**src/rtl/matrix_reader_pkg.sv**
```systemverilog
// matrix_reader shared constants, state encoding and helpers.
// Imported by the reader, its stream interface and its index counter.
package matrix_reader_pkg;

  localparam int MAX_DIM    = 5;
  localparam int ELEM_WIDTH = 8;
  localparam int DIM_BITS   = 3;
  localparam int DIM_W      = 4;

  typedef enum logic [2:0] {
    RD_IDLE,
    RD_CHECK,
    RD_ISSUE,
    RD_WAIT,
    RD_OUT,
    RD_FIN
  } rd_state_e;

  function automatic logic dim_ok(
    input logic [DIM_W-1:0] d
  );
    return (d != '0) &&
           (d <= DIM_W'(MAX_DIM));
  endfunction

endpackage

```
**src/rtl/matrix_reader_if.sv**
```systemverilog
// matrix_reader element stream: valid/ready with coordinates.
// master drives the element, slave returns ready.
interface matrix_reader_if
  import matrix_reader_pkg::*;
();

  logic                  valid;
  logic                  ready;
  logic [ELEM_WIDTH-1:0] elem;
  logic [DIM_BITS-1:0]   row;
  logic [DIM_BITS-1:0]   col;
  logic                  eol;
  logic                  last;
  logic                  miss;

  modport master (
    output valid, elem, row, col,
    output eol, last, miss,
    input  ready
  );

  modport slave (
    input  valid, elem, row, col,
    input  eol, last, miss,
    output ready
  );

endinterface

```
**src/rtl/matrix_reader_index_counter.sv**
```systemverilog
// Row-major row/col walker with clear and advance.
// Dims are compared against zero-extended indices.
module matrix_reader_index_counter
  import matrix_reader_pkg::*;
(
  input  logic                clk,
  input  logic                rst,
  input  logic                clear,
  input  logic                advance,
  input  logic [DIM_W-1:0]    m,
  input  logic [DIM_W-1:0]    n,
  output logic [DIM_BITS-1:0] row,
  output logic [DIM_BITS-1:0] col,
  output logic                eol,
  output logic                last
);

  assign eol  = (DIM_W'(col) == n - DIM_W'(1));
  assign last = eol &&
                (DIM_W'(row) == m - DIM_W'(1));

  // step col, wrapping into the next row at eol
  always_ff @(posedge clk) begin
    if (rst || clear) begin
      row <= '0;
      col <= '0;
    end else if (advance) begin
      if (eol) begin
        col <= '0;
        row <= row + DIM_BITS'(1);
      end else begin
        col <= col + DIM_BITS'(1);
      end
    end
  end

endmodule

```
**src/rtl/matrix_reader.sv**
```systemverilog
// matrix_reader: walks a stored matrix row-major and streams it.
// Owns the storage rd_en edge protocol (strobe, gap, 1-cycle data).
module matrix_reader
  import matrix_reader_pkg::*;
(
  input  logic                  clk,
  input  logic                  rst,
  input  logic                  start,
  input  logic                  abort,
  input  logic [DIM_W-1:0]      req_m,
  input  logic [DIM_W-1:0]      req_n,
  input  logic                  req_slot,
  output logic                  busy,
  output logic                  done,
  output logic                  err,
  output logic [DIM_W-1:0]      query_m,
  output logic [DIM_W-1:0]      query_n,
  input  logic                  query_slot0_valid,
  input  logic                  query_slot1_valid,
  output logic                  rd_en,
  output logic [DIM_W-1:0]      rd_m,
  output logic [DIM_W-1:0]      rd_n,
  output logic                  rd_slot_idx,
  output logic [DIM_BITS-1:0]   rd_row_idx,
  output logic [DIM_BITS-1:0]   rd_col_idx,
  input  logic [ELEM_WIDTH-1:0] rd_elem,
  input  logic                  rd_elem_valid,
  matrix_reader_if.master       out
);

  rd_state_e             state;
  rd_state_e             next;
  logic [DIM_W-1:0]      m_q;
  logic [DIM_W-1:0]      n_q;
  logic                  slot_q;
  logic                  miss_q;
  logic [ELEM_WIDTH-1:0] elem_q;
  logic                  elem_miss_q;
  logic                  done_q;
  logic                  err_q;
  logic [DIM_BITS-1:0]   row;
  logic [DIM_BITS-1:0]   col;
  logic                  eol;
  logic                  last;
  logic                  hs;
  logic                  req_ok;
  logic                  slot_ok;
  logic                  go;
  logic                  adv;

  assign hs      = (state == RD_OUT) && out.ready;
  assign req_ok  = dim_ok(req_m) && dim_ok(req_n);
  assign slot_ok = slot_q ? query_slot1_valid
                          : query_slot0_valid;
  assign go      = (state == RD_IDLE) && start &&
                   !abort && req_ok;
  assign adv     = hs && !last && !abort;

  matrix_reader_index_counter u_cnt (
    .clk     (clk),
    .rst     (rst),
    .clear   (go),
    .advance (adv),
    .m       (m_q),
    .n       (n_q),
    .row     (row),
    .col     (col),
    .eol     (eol),
    .last    (last)
  );

  // state register
  always_ff @(posedge clk) begin
    if (rst) state <= RD_IDLE;
    else     state <= next;
  end

  // next state; abort overrides every transition
  always_comb begin
    next = state;
    unique case (state)
      RD_IDLE:  if (go) next = RD_CHECK;
      RD_CHECK: next = slot_ok ? RD_ISSUE : RD_IDLE;
      RD_ISSUE: next = RD_WAIT;
      RD_WAIT:  next = RD_OUT;
      RD_OUT: begin
        if (hs) next = last ? RD_FIN : RD_ISSUE;
      end
      RD_FIN:   next = RD_IDLE;
      default:  next = RD_IDLE;
    endcase
    if (abort) next = RD_IDLE;
  end

  // request latch, element capture, done/err pulses
  always_ff @(posedge clk) begin
    if (rst) begin
      m_q         <= '0;
      n_q         <= '0;
      slot_q      <= 1'b0;
      miss_q      <= 1'b0;
      elem_q      <= '0;
      elem_miss_q <= 1'b0;
      done_q      <= 1'b0;
      err_q       <= 1'b0;
    end else begin
      done_q <= 1'b0;
      err_q  <= 1'b0;
      if (!abort) begin
        unique case (state)
          RD_IDLE: begin
            if (start && !req_ok) begin
              err_q <= 1'b1;
            end else if (start) begin
              m_q    <= req_m;
              n_q    <= req_n;
              slot_q <= req_slot;
              miss_q <= 1'b0;
            end
          end
          RD_CHECK: begin
            if (!slot_ok) err_q <= 1'b1;
          end
          RD_WAIT: begin
            if (rd_elem_valid) begin
              elem_q      <= rd_elem;
              elem_miss_q <= 1'b0;
            end else begin
              elem_q      <= '0;
              elem_miss_q <= 1'b1;
              miss_q      <= 1'b1;
            end
          end
          RD_OUT: begin
            if (hs && last) begin
              done_q <= 1'b1;
              err_q  <= miss_q;
            end
          end
          default: ;
        endcase
      end
    end
  end

  assign busy        = (state != RD_IDLE);
  assign done        = done_q;
  assign err         = err_q;
  assign query_m     = m_q;
  assign query_n     = n_q;
  assign rd_en       = (state == RD_ISSUE);
  assign rd_m        = m_q;
  assign rd_n        = n_q;
  assign rd_slot_idx = slot_q;
  assign rd_row_idx  = row;
  assign rd_col_idx  = col;

  assign out.valid = (state == RD_OUT);
  assign out.elem  = elem_q;
  assign out.row   = row;
  assign out.col   = col;
  assign out.eol   = eol;
  assign out.last  = last;
  assign out.miss  = elem_miss_q;

endmodule
```
**src/flat_wrapper.sv**
```systemverilog
// flat-port wrapper written by rule: the top's interface ports become plain ports
module matrix_reader_flat import matrix_reader_pkg::*;
  (clk, rst, start, abort, req_m, req_n, req_slot, busy, done, err, query_m, query_n, query_slot0_valid, query_slot1_valid, rd_en, rd_m, rd_n, rd_slot_idx, rd_row_idx, rd_col_idx, rd_elem, rd_elem_valid, out_valid, out_elem, out_row, out_col, out_eol, out_last, out_miss, out_ready);
  matrix_reader_if out_i ();
  input  logic clk;
  input  logic rst;
  input  logic start;
  input  logic abort;
  input  logic [DIM_W-1:0] req_m;
  input  logic [DIM_W-1:0] req_n;
  input  logic req_slot;
  output logic busy;
  output logic done;
  output logic err;
  output logic [DIM_W-1:0] query_m;
  output logic [DIM_W-1:0] query_n;
  input  logic query_slot0_valid;
  input  logic query_slot1_valid;
  output logic rd_en;
  output logic [DIM_W-1:0] rd_m;
  output logic [DIM_W-1:0] rd_n;
  output logic rd_slot_idx;
  output logic [DIM_BITS-1:0] rd_row_idx;
  output logic [DIM_BITS-1:0] rd_col_idx;
  input  logic [ELEM_WIDTH-1:0] rd_elem;
  input  logic rd_elem_valid;
  output wire logic [$bits(out_i.valid)-1:0] out_valid;
  output wire logic [$bits(out_i.elem)-1:0] out_elem;
  output wire logic [$bits(out_i.row)-1:0] out_row;
  output wire logic [$bits(out_i.col)-1:0] out_col;
  output wire logic [$bits(out_i.eol)-1:0] out_eol;
  output wire logic [$bits(out_i.last)-1:0] out_last;
  output wire logic [$bits(out_i.miss)-1:0] out_miss;
  input wire logic [$bits(out_i.ready)-1:0] out_ready;
  assign out_valid = out_i.valid;
  assign out_elem = out_i.elem;
  assign out_row = out_i.row;
  assign out_col = out_i.col;
  assign out_eol = out_i.eol;
  assign out_last = out_i.last;
  assign out_miss = out_i.miss;
  assign out_i.ready = out_ready;
  matrix_reader u_core (.clk(clk), .rst(rst), .start(start), .abort(abort), .req_m(req_m), .req_n(req_n), .req_slot(req_slot), .busy(busy), .done(done), .err(err), .query_m(query_m), .query_n(query_n), .query_slot0_valid(query_slot0_valid), .query_slot1_valid(query_slot1_valid), .rd_en(rd_en), .rd_m(rd_m), .rd_n(rd_n), .rd_slot_idx(rd_slot_idx), .rd_row_idx(rd_row_idx), .rd_col_idx(rd_col_idx), .rd_elem(rd_elem), .rd_elem_valid(rd_elem_valid), .out(out_i));
endmodule
```
**config.mk**
```make
export PLATFORM = sky130hd
export DESIGN_NAME = matrix_reader_flat
export DESIGN_NICKNAME = d
export VERILOG_FILES = /design/src/rtl/matrix_reader_pkg.sv /design/src/rtl/matrix_reader_if.sv /design/src/rtl/matrix_reader_index_counter.sv /design/src/rtl/matrix_reader.sv /design/src/flat_wrapper.sv
export SDC_FILE = /design/constraint.sdc
export NUM_CORES = 1
export LEC_CHECK = 0
export BUFFER_PORTS_ARGS = -buffer_cell sky130_fd_sc_hd__buf_2
export CAP_MARGIN = 20
export CORE_MARGIN = 2
export CORE_UTILIZATION = 52
export CTS_CLUSTER_DIAMETER = 60
export DETAILED_ROUTE_END_ITERATION = 10
export PLACE_DENSITY = 0.86
export SLEW_MARGIN = 40
export SYNTH_ARGS = -nofsm -noshare
export SYNTH_HDL_FRONTEND = slang
export SYNTH_HIERARCHICAL = 1
export SYNTH_SLANG_ARGS = --single-unit
```
**constraint.sdc**
```tcl
create_clock -name clk -period 7.5 [get_ports clk]
set_input_delay 1.5 -clock clk [delete_from_list [all_inputs] [get_ports clk]]
set_output_delay 1.5 -clock clk [all_outputs]
set_load 0.02 [all_outputs]
```
==> results.md, run 1 <==
* HP Class: flip-flop to flip-flop
* Floorplan die area at approximately 0.0038 mm²
* Register bit count reported by yosys at 30
* Total length of routed wires at around 3.6 mm
* Largest area contributor in the synthesized netlist: sky130_fd_sc_hd__dfxtp_1
* TNS Setup at 0 ns
* WL per Instance at around 12 µm
* Startpoint of the worst hold path: u_core/out.elem[0]
* Sequential cell area at roughly 600 µm²
* Cells after synthesis at roughly 200
* Clock root buffer: sky130_fd_sc_hd__clkbuf_4
* Power density cells at roughly 130 mW/mm²
* GRT Total Usage at between 20% and 30%
* Worst setup skew after layout at 0.00739 ns
* Critical path arrival at around 2.4 ns
* Primary flip-flop cell chosen by synthesis mapping: sky130_fd_sc_hd__dfxtp_1
* Mapped Area at approximately 0.0017 mm²
* Die height at 61.9 µm
* Seq/Total Area, Yosys at 34.4%
* Outcome: completed
* Aggregate global routing overflow at 0
* EDFF count, synth at 0
* Initial antenna violation count at 0
* Post-cts sizing count at 0
* H-tree depth at 2
* Non-Filler Instances at between 200 and 300
* Net switching power figure at ~0.00007 W
* Startpoint-to-endpoint class of the critical path: flip-flop to output port
* Share of the synthesized area in the top cell type at 34.4%
* Multi-input gate area in the final layout at 957 µm²
* Count of nets after finishing at ~280
* Largest net degree at the start of global routing at 32
* Top post-synthesis cells by area: sky130_fd_sc_hd__dfxtp_1 (34%), sky130_fd_sc_hd__buf_4 (6.5%), sky130_fd_sc_hd__mux2i_1 (5.7%)
* Maximum clock frequency at between 200 and 300 MHz
* Port Buffer Count at 69
* Number of diodes added for antenna fixing at 0
* Count of TritonRoute iterations in the first routing pass at 4
* Half-perimeter wire length of the detailed placement result at 2.75 mm
* Signed area change from the synthesized netlist to the final layout at 17.4%
* Via total after detailed routing at approximately 1.5k
* CP startpoint: u_core/query_n[0]
* Tightest slew margin relative to the limit at slightly below 60%
* Final setup fails at 0
* Proportion of register bits with asynchronous set or reset after synthesis at 0%
* Number of buffers inserted by post-CTS setup repair at 0
* Slew at the pin closest to its max-slew limit at ~0.63 ns
* DRC violations left at 0
* Combinational share of power at under 10%
* Pleak at between 0.9 and 1 nW
* Synth cell count leaders: sky130_fd_sc_hd__dfxtp_1 (30), sky130_fd_sc_hd__nand2_1 (19), sky130_fd_sc_hd__buf_4 (15)
* I/O pins at 70
* FILL cells at between 200 and 300
* Final Wtd Congestion at 0.783
* Die outline width at slightly above 60 µm
* VDD IR-drop max at roughly 58 µV
* Core Footprint at 0.00328 mm²
* RSZ-0062 raised after global routing: no
* Layout cells sized above 1 at around 37%
* Power Internal at approximately 0.00021 W
* Yosys warns at 6
* Endpoint class of the critical path: output port
* Peak fanout along the critical path at 7
* Clk sinks at 30
* Via count normalized by instance count at approximately 5.2
* Core Util, Final at ~62%
* Synth Area per Inst at 8.94 µm²
* Source-to-sink clock delay at the later pin of the worst-skew pair at between 0.3 and 0.4 ns
* Switching fraction of total power at 25.0%
* Most common cell in the netlist: sky130_fd_sc_hd__dfxtp_1
* Post-layout min period at roughly 3.9 ns
* Starting Density at around 53%
* Via count of the first global-routing pass at between 1k and 1.5k
* Rows at 21
* Hold buffers post-CTS at 0
* Wire length of the first global-routing pass at around 5.7 mm
* Fin crit share at 51.9%
* Count of routing violations after the opening detailed-route iteration at roughly 110
* Count of max-cap constraint violations at 0
* Share of power burned in the clock network at 32.2%
* Portion of total power attributed to sequential cells at 58.4%
* Syn nets at between 200 and 250
* Worst r2r src: u_core/query_n[0]
* Distinct cells, synth at 45
* Crit start category: flip-flop
* Number of placed instances, taps included at about 290
* TritonCTS clock tree: built
* Pins over their slew limit at 0
* CTS Buf Count at 5
* Post-CTS clock slew at the launch and capture registers of the worst setup and hold paths at about 0.09 ns
* Deepest clock path buffer count at 2
* CP Data Required Time at about 6 ns
* Final Hold Violating Endpoints at 0
* Final ANT Viol Nets at 0
## final timing paths
kind	cells after the start	to	slack, ns
max reg2reg	10	u_core/u_cnt/row[0]	4.76
max	7	out_last	3.61
min reg2reg	2	u_core/out.elem[0]	0.46
min	2	u_core/out.elem[0]	0.46
## stage by stage
stage          cell area [µm²]  worst slack (ns)  total power (W)  hold slack [ns]
4_1_cts                   2050              3.58         0.000280            0.455
3_3_place_gp              1990              4.01         0.000190            0.437
5_1_grt                   2050              3.48         0.000289            0.489
3_5_place_dp              2000              3.97         0.000191            0.444
6_report                  2050              3.61         0.000276            0.455
2_1_floorplan             1740              3.96         0.000180            0.445
## layer usage
layer  GRT usage, %  vias up  wire [µm]
met5              0        -          0
met4           9.42        0         57
met3           6.42        4        220
met2           31.3       59       1750
met1           26.4      701       1620
li1               -      769          -
## logic make-up (layout without fill, tap and decap cells)
family / count (synthesis) / after routing / synth area share, %
AOI/OAI and AO/OA: 30 / 30 / 13.3
xor gates and xnor gates: 8 / 8 / 4.02
adders and majority gates: 4 / 4 / 2.87
buffers and inverters: 32 / 86 / 11.0
DFF: 30 / 30 / 34.4
muxes: 11 / 11 / 6.38
and+or+nand+nor: 80 / 80 / 28.0
## critical path: stages, from the launching register on
cell                      delay [ns]
sky130_fd_sc_hd__dfxtp_1        0.44
sky130_fd_sc_hd__inv_1          0.07
sky130_fd_sc_hd__ha_1           0.20
sky130_fd_sc_hd__xor2_1         0.15
sky130_fd_sc_hd__or3_4          0.38
sky130_fd_sc_hd__a21oi_4        0.18
sky130_fd_sc_hd__nor4b_4        0.39
sky130_fd_sc_hd__buf_2          0.24
## state kept, by name, summed over array words and instances, names as in the netlist
name                cells
u_core/done             1
u_core/err              1
u_core/miss_q           1
u_core/out.elem         8
u_core/out.miss         1
u_core/query_m          4
u_core/query_n          4
u_core/rd_slot_idx      1
u_core/state            3
u_core/u_cnt/col        3
u_core/u_cnt/row        3
## layout by cell type, fill, tap and decap left out, drive strengths merged, types with 5 or more instances in the layout
cell type	instances
buf	70
clkbuf	7
nand3	11
nor2	6
mux2i	10
a21oi	13
nand2	19
inv	9
nand2b	14
or3	5
dfxtp	30
## power groups by stage
stage          clock [W]  combinational, W  sequential (W)
2_1_floorplan          0         0.0000146        0.000166
3_3_place_gp           0         0.0000252        0.000165
3_5_place_dp           0         0.0000257        0.000165
4_1_cts        0.0000933         0.0000259        0.000161
5_1_grt        0.0000988         0.0000286        0.000161
6_report       0.0000890         0.0000258        0.000161
## layout make-up
type	count	area share, %
clock buffers	7	2.20
inverters	9	1.65
multi-input cells	133	46.8
flip-flops and latches	30	29.3
well taps	46	2.81
repair buffers	70	17.2
Note: power is estimated with default switching activity, not from simulation.
==> run 2, diff against run 1 <==
--- a/config.mk
+++ b/config.mk
@@ -8,10 +8,10 @@
 export BUFFER_PORTS_ARGS = -buffer_cell sky130_fd_sc_hd__buf_2
 export CAP_MARGIN = 20
 export CORE_MARGIN = 2
-export CORE_UTILIZATION = 52
+export CORE_UTILIZATION = 43
 export CTS_CLUSTER_DIAMETER = 60
 export DETAILED_ROUTE_END_ITERATION = 10
-export PLACE_DENSITY = 0.86
+export PLACE_DENSITY = 0.76
 export SLEW_MARGIN = 40
 export SYNTH_ARGS = -nofsm -noshare
 export SYNTH_HDL_FRONTEND = slang
==> constraint.sdc (replaced) <==
create_clock -name clk -period 3.4 [get_ports clk]
set_input_delay 0.68 -clock clk [delete_from_list [all_inputs] [get_ports clk]]
set_output_delay 0.68 -clock clk [all_outputs]
set_load 0.02 [all_outputs]
==> results.md, run 2 (synthesis results as in run 1) <==
* Outcome: completed
* Startpoint of the worst hold path: u_core/out.elem[6]
* Pins over their slew limit at 0
* Via total after detailed routing at approximately 1.5k
* Core Footprint at between 0.003 and 0.004 mm²
* Final Hold Violating Endpoints at 0
* CTS Buf Count at 5
* Largest net degree at the start of global routing at 32
* Endpoint class of the critical path: output port
* Crit start category: flip-flop
* Number of buffers inserted by post-CTS setup repair at 0
* Aggregate global routing overflow at 0
* R2R cell count at 10
* Core Util, Final at between 50% and 60%
* Via count normalized by instance count at roughly 5.0
* Initial antenna violation count at 0
* Post-cts sizing count at 0
* Wire length of the first global-routing pass at just over 6 mm
* Number of diodes added for antenna fixing at 0
* RSZ-0062 raised after global routing: no
* WL per Instance at 13.3 µm
* Source-to-sink clock delay at the later pin of the worst-skew pair at 0.29 ns
* Slowest stage cell, crit path: sky130_fd_sc_hd__dfxtp_1
* Most common library cell in the layout ignoring fill and taps: sky130_fd_sc_hd__buf_2
* TritonCTS clock tree: built
* Combined buffer and inverter count along the critical path at 2
* Count of max-cap constraint violations at 0
* Final ANT Viol Nets at 0
* CP Data Required Time at roughly 2.7 ns
* Setup slack on the worst flop-to-flop path at 0.80 ns
* Floorplan die area at about 0.0046 mm²
* Slew at the pin closest to its max-slew limit at between 0.6 and 0.7 ns
* Count of TritonRoute iterations in the first routing pass at 5
* Slowest cell delay on critical path at between 0.4 and 0.5 ns
* Count of routing violations after the opening detailed-route iteration at 45
* Worst hold-check slack at approximately 0.45 ns
* Dominant delay contributor by cell family on the critical path: simple AND/OR/NAND/NOR gates
* Count of nets after finishing at about 280
* Clock root buffer: sky130_fd_sc_hd__clkbuf_8
* Layout cells sized above 1 at between 30% and 40%
* End of the worst register-to-register path: u_core/u_cnt/row[1]
* FILL cells at 379
* Post-CTS clock slew at the launch and capture registers of the worst setup and hold paths at approximately 0.07 ns
* Starting Density at about 44%
* Critical path arrival at 2.34 ns
* Half-perimeter wire length of the detailed placement result at 2.87 mm
* Startpoint-to-endpoint class of the critical path: flip-flop to output port
* Rows at 23
* Fin crit share at between 80% and 90%
* Pleak at around 0.94 nW
* Die outline width at ~68 µm
* Deepest clock path buffer count at 2
* Final Wtd Congestion at about 0.80
* Post-layout min period at between 3 and 4 ns
* HP Class: flip-flop to flip-flop
* Signed area change from the synthesized netlist to the final layout at 20.5%
* Clk sinks at 30
* Via count of the first global-routing pass at 1,317
* Total length of routed wires at 4.00 mm
* Peak fanout along the critical path at 7
* DRC violations left at 0
* TNS Setup at 0 ns
* GRT Total Usage at between 10% and 20%
* Power density cells at 342 mW/mm²
* Count of cells along the worst hold path at 2
* Worst r2r src: u_core/query_n[0]
* Highest-count cells in the layout ignoring fill and taps: sky130_fd_sc_hd__buf_2 (69), sky130_fd_sc_hd__dfxtp_1 (30), sky130_fd_sc_hd__nand2_1 (19)
* Hold buffers post-CTS at 0
* Maximum clock frequency at 331 MHz
* VDD IR-drop max at a little over 200 µV
* Port Buffer Count at just under 70
* Final setup fails at 0
* Stages on worst setup path at 7
* Capture endpoint of the worst hold path: u_core/out.elem[6]
* H-tree depth at 2
* Max reg flops at 8
* Worst setup skew after layout at about 0.0053 ns
* Ordered cell list for the critical path: inv_1 -> ha_1 -> xor2_1 -> or3_4 -> a21oi_4 -> nor4b_4 -> buf_2
* Die height at between 60 and 70 µm
* Tightest slew margin relative to the limit at between 50% and 60%
* I/O pins at 70
run 2: cell count changes in the layout (fill, tap and decap cells not counted):
cell,before,now
sky130_fd_sc_hd__clkinv_2,0,1
sky130_fd_sc_hd__clkinvlp_4,0,1
sky130_fd_sc_hd__clkbuf_4,5,0
sky130_fd_sc_hd__clkbuf_8,0,6
sky130_fd_sc_hd__clkbuf_1,2,0
run 2: final cells by class:
cell class / instances / area, µm² / share of cell area (%)
timing repair buffer: 70 / 353 / 16.8
inverter: 9 / 33.8 / 1.61
sequential: 30 / 601 / 28.6
multi-input combinational: 133 / 957 / 45.5
clock inverter: 2 / 12.5 / 0.595
clock buffer: 6 / 82.6 / 3.93
tap: 50 / 62.6 / 2.98
run 2: worst reg2reg max path, cell delays in order, from the launching register on:
cell and delay, ns:
sky130_fd_sc_hd__dfxtp_1 0.45, sky130_fd_sc_hd__inv_1 0.08, sky130_fd_sc_hd__ha_1 0.31, sky130_fd_sc_hd__xor2_1 0.16, sky130_fd_sc_hd__nand3_1 0.18, sky130_fd_sc_hd__a21oi_4 0.06, sky130_fd_sc_hd__nor4b_4 0.16, sky130_fd_sc_hd__nor4_2 0.50
sky130_fd_sc_hd__nand4_1 0.23, sky130_fd_sc_hd__a21oi_4 0.22, sky130_fd_sc_hd__mux2i_1 0.19
run 2: worst max path at each step:
stage | endpoint | start | slack, ns
after floorplan | u_core/u_cnt/row[0] | u_core/query_n[0] | 0.65
after global placement | u_core/u_cnt/row[1] | u_core/query_n[0] | 0.66
after detailed placement | u_core/u_cnt/row[1] | u_core/query_n[0] | 0.56
after CTS | out_last | u_core/query_n[0] | 0.40
after global routing | out_last | u_core/query_n[0] | 0.24
final | out_last | u_core/query_n[0] | 0.38
run 2: power by group:
part,total (W),internal [W],switching (W)
registers,0.000356,0.000354,0.00000234
logic,0.0000579,0.0000251,0.0000328
clock network,0.000305,0.000162,0.000143
total,0.000719,0.000541,0.000178
run 2: stage by stage:
step | instances | worst slack (ns) | instance area [µm²] | total power [W]
4_1_cts | 300 | 0.401 | 2100 | 0.000727
3_3_place_gp | 292 | 0.658 | 2000 | 0.000421
6_report | 300 | 0.381 | 2100 | 0.000719
2_1_floorplan | 195 | 0.649 | 1740 | 0.000397
3_5_place_dp | 292 | 0.560 | 2000 | 0.000421
5_1_grt | 300 | 0.242 | 2100 | 0.000744
run 2: layer usage:
| layer | GRT usage, % | part of all wire [%] |
|---|---|---|
| met1 | 23.5 | 45 |
| met2 | 28.8 | 46 |
| met3 | 5.83 | 6.8 |
| met4 | 7.65 | 1.5 |
| met5 | 0 | 0 |
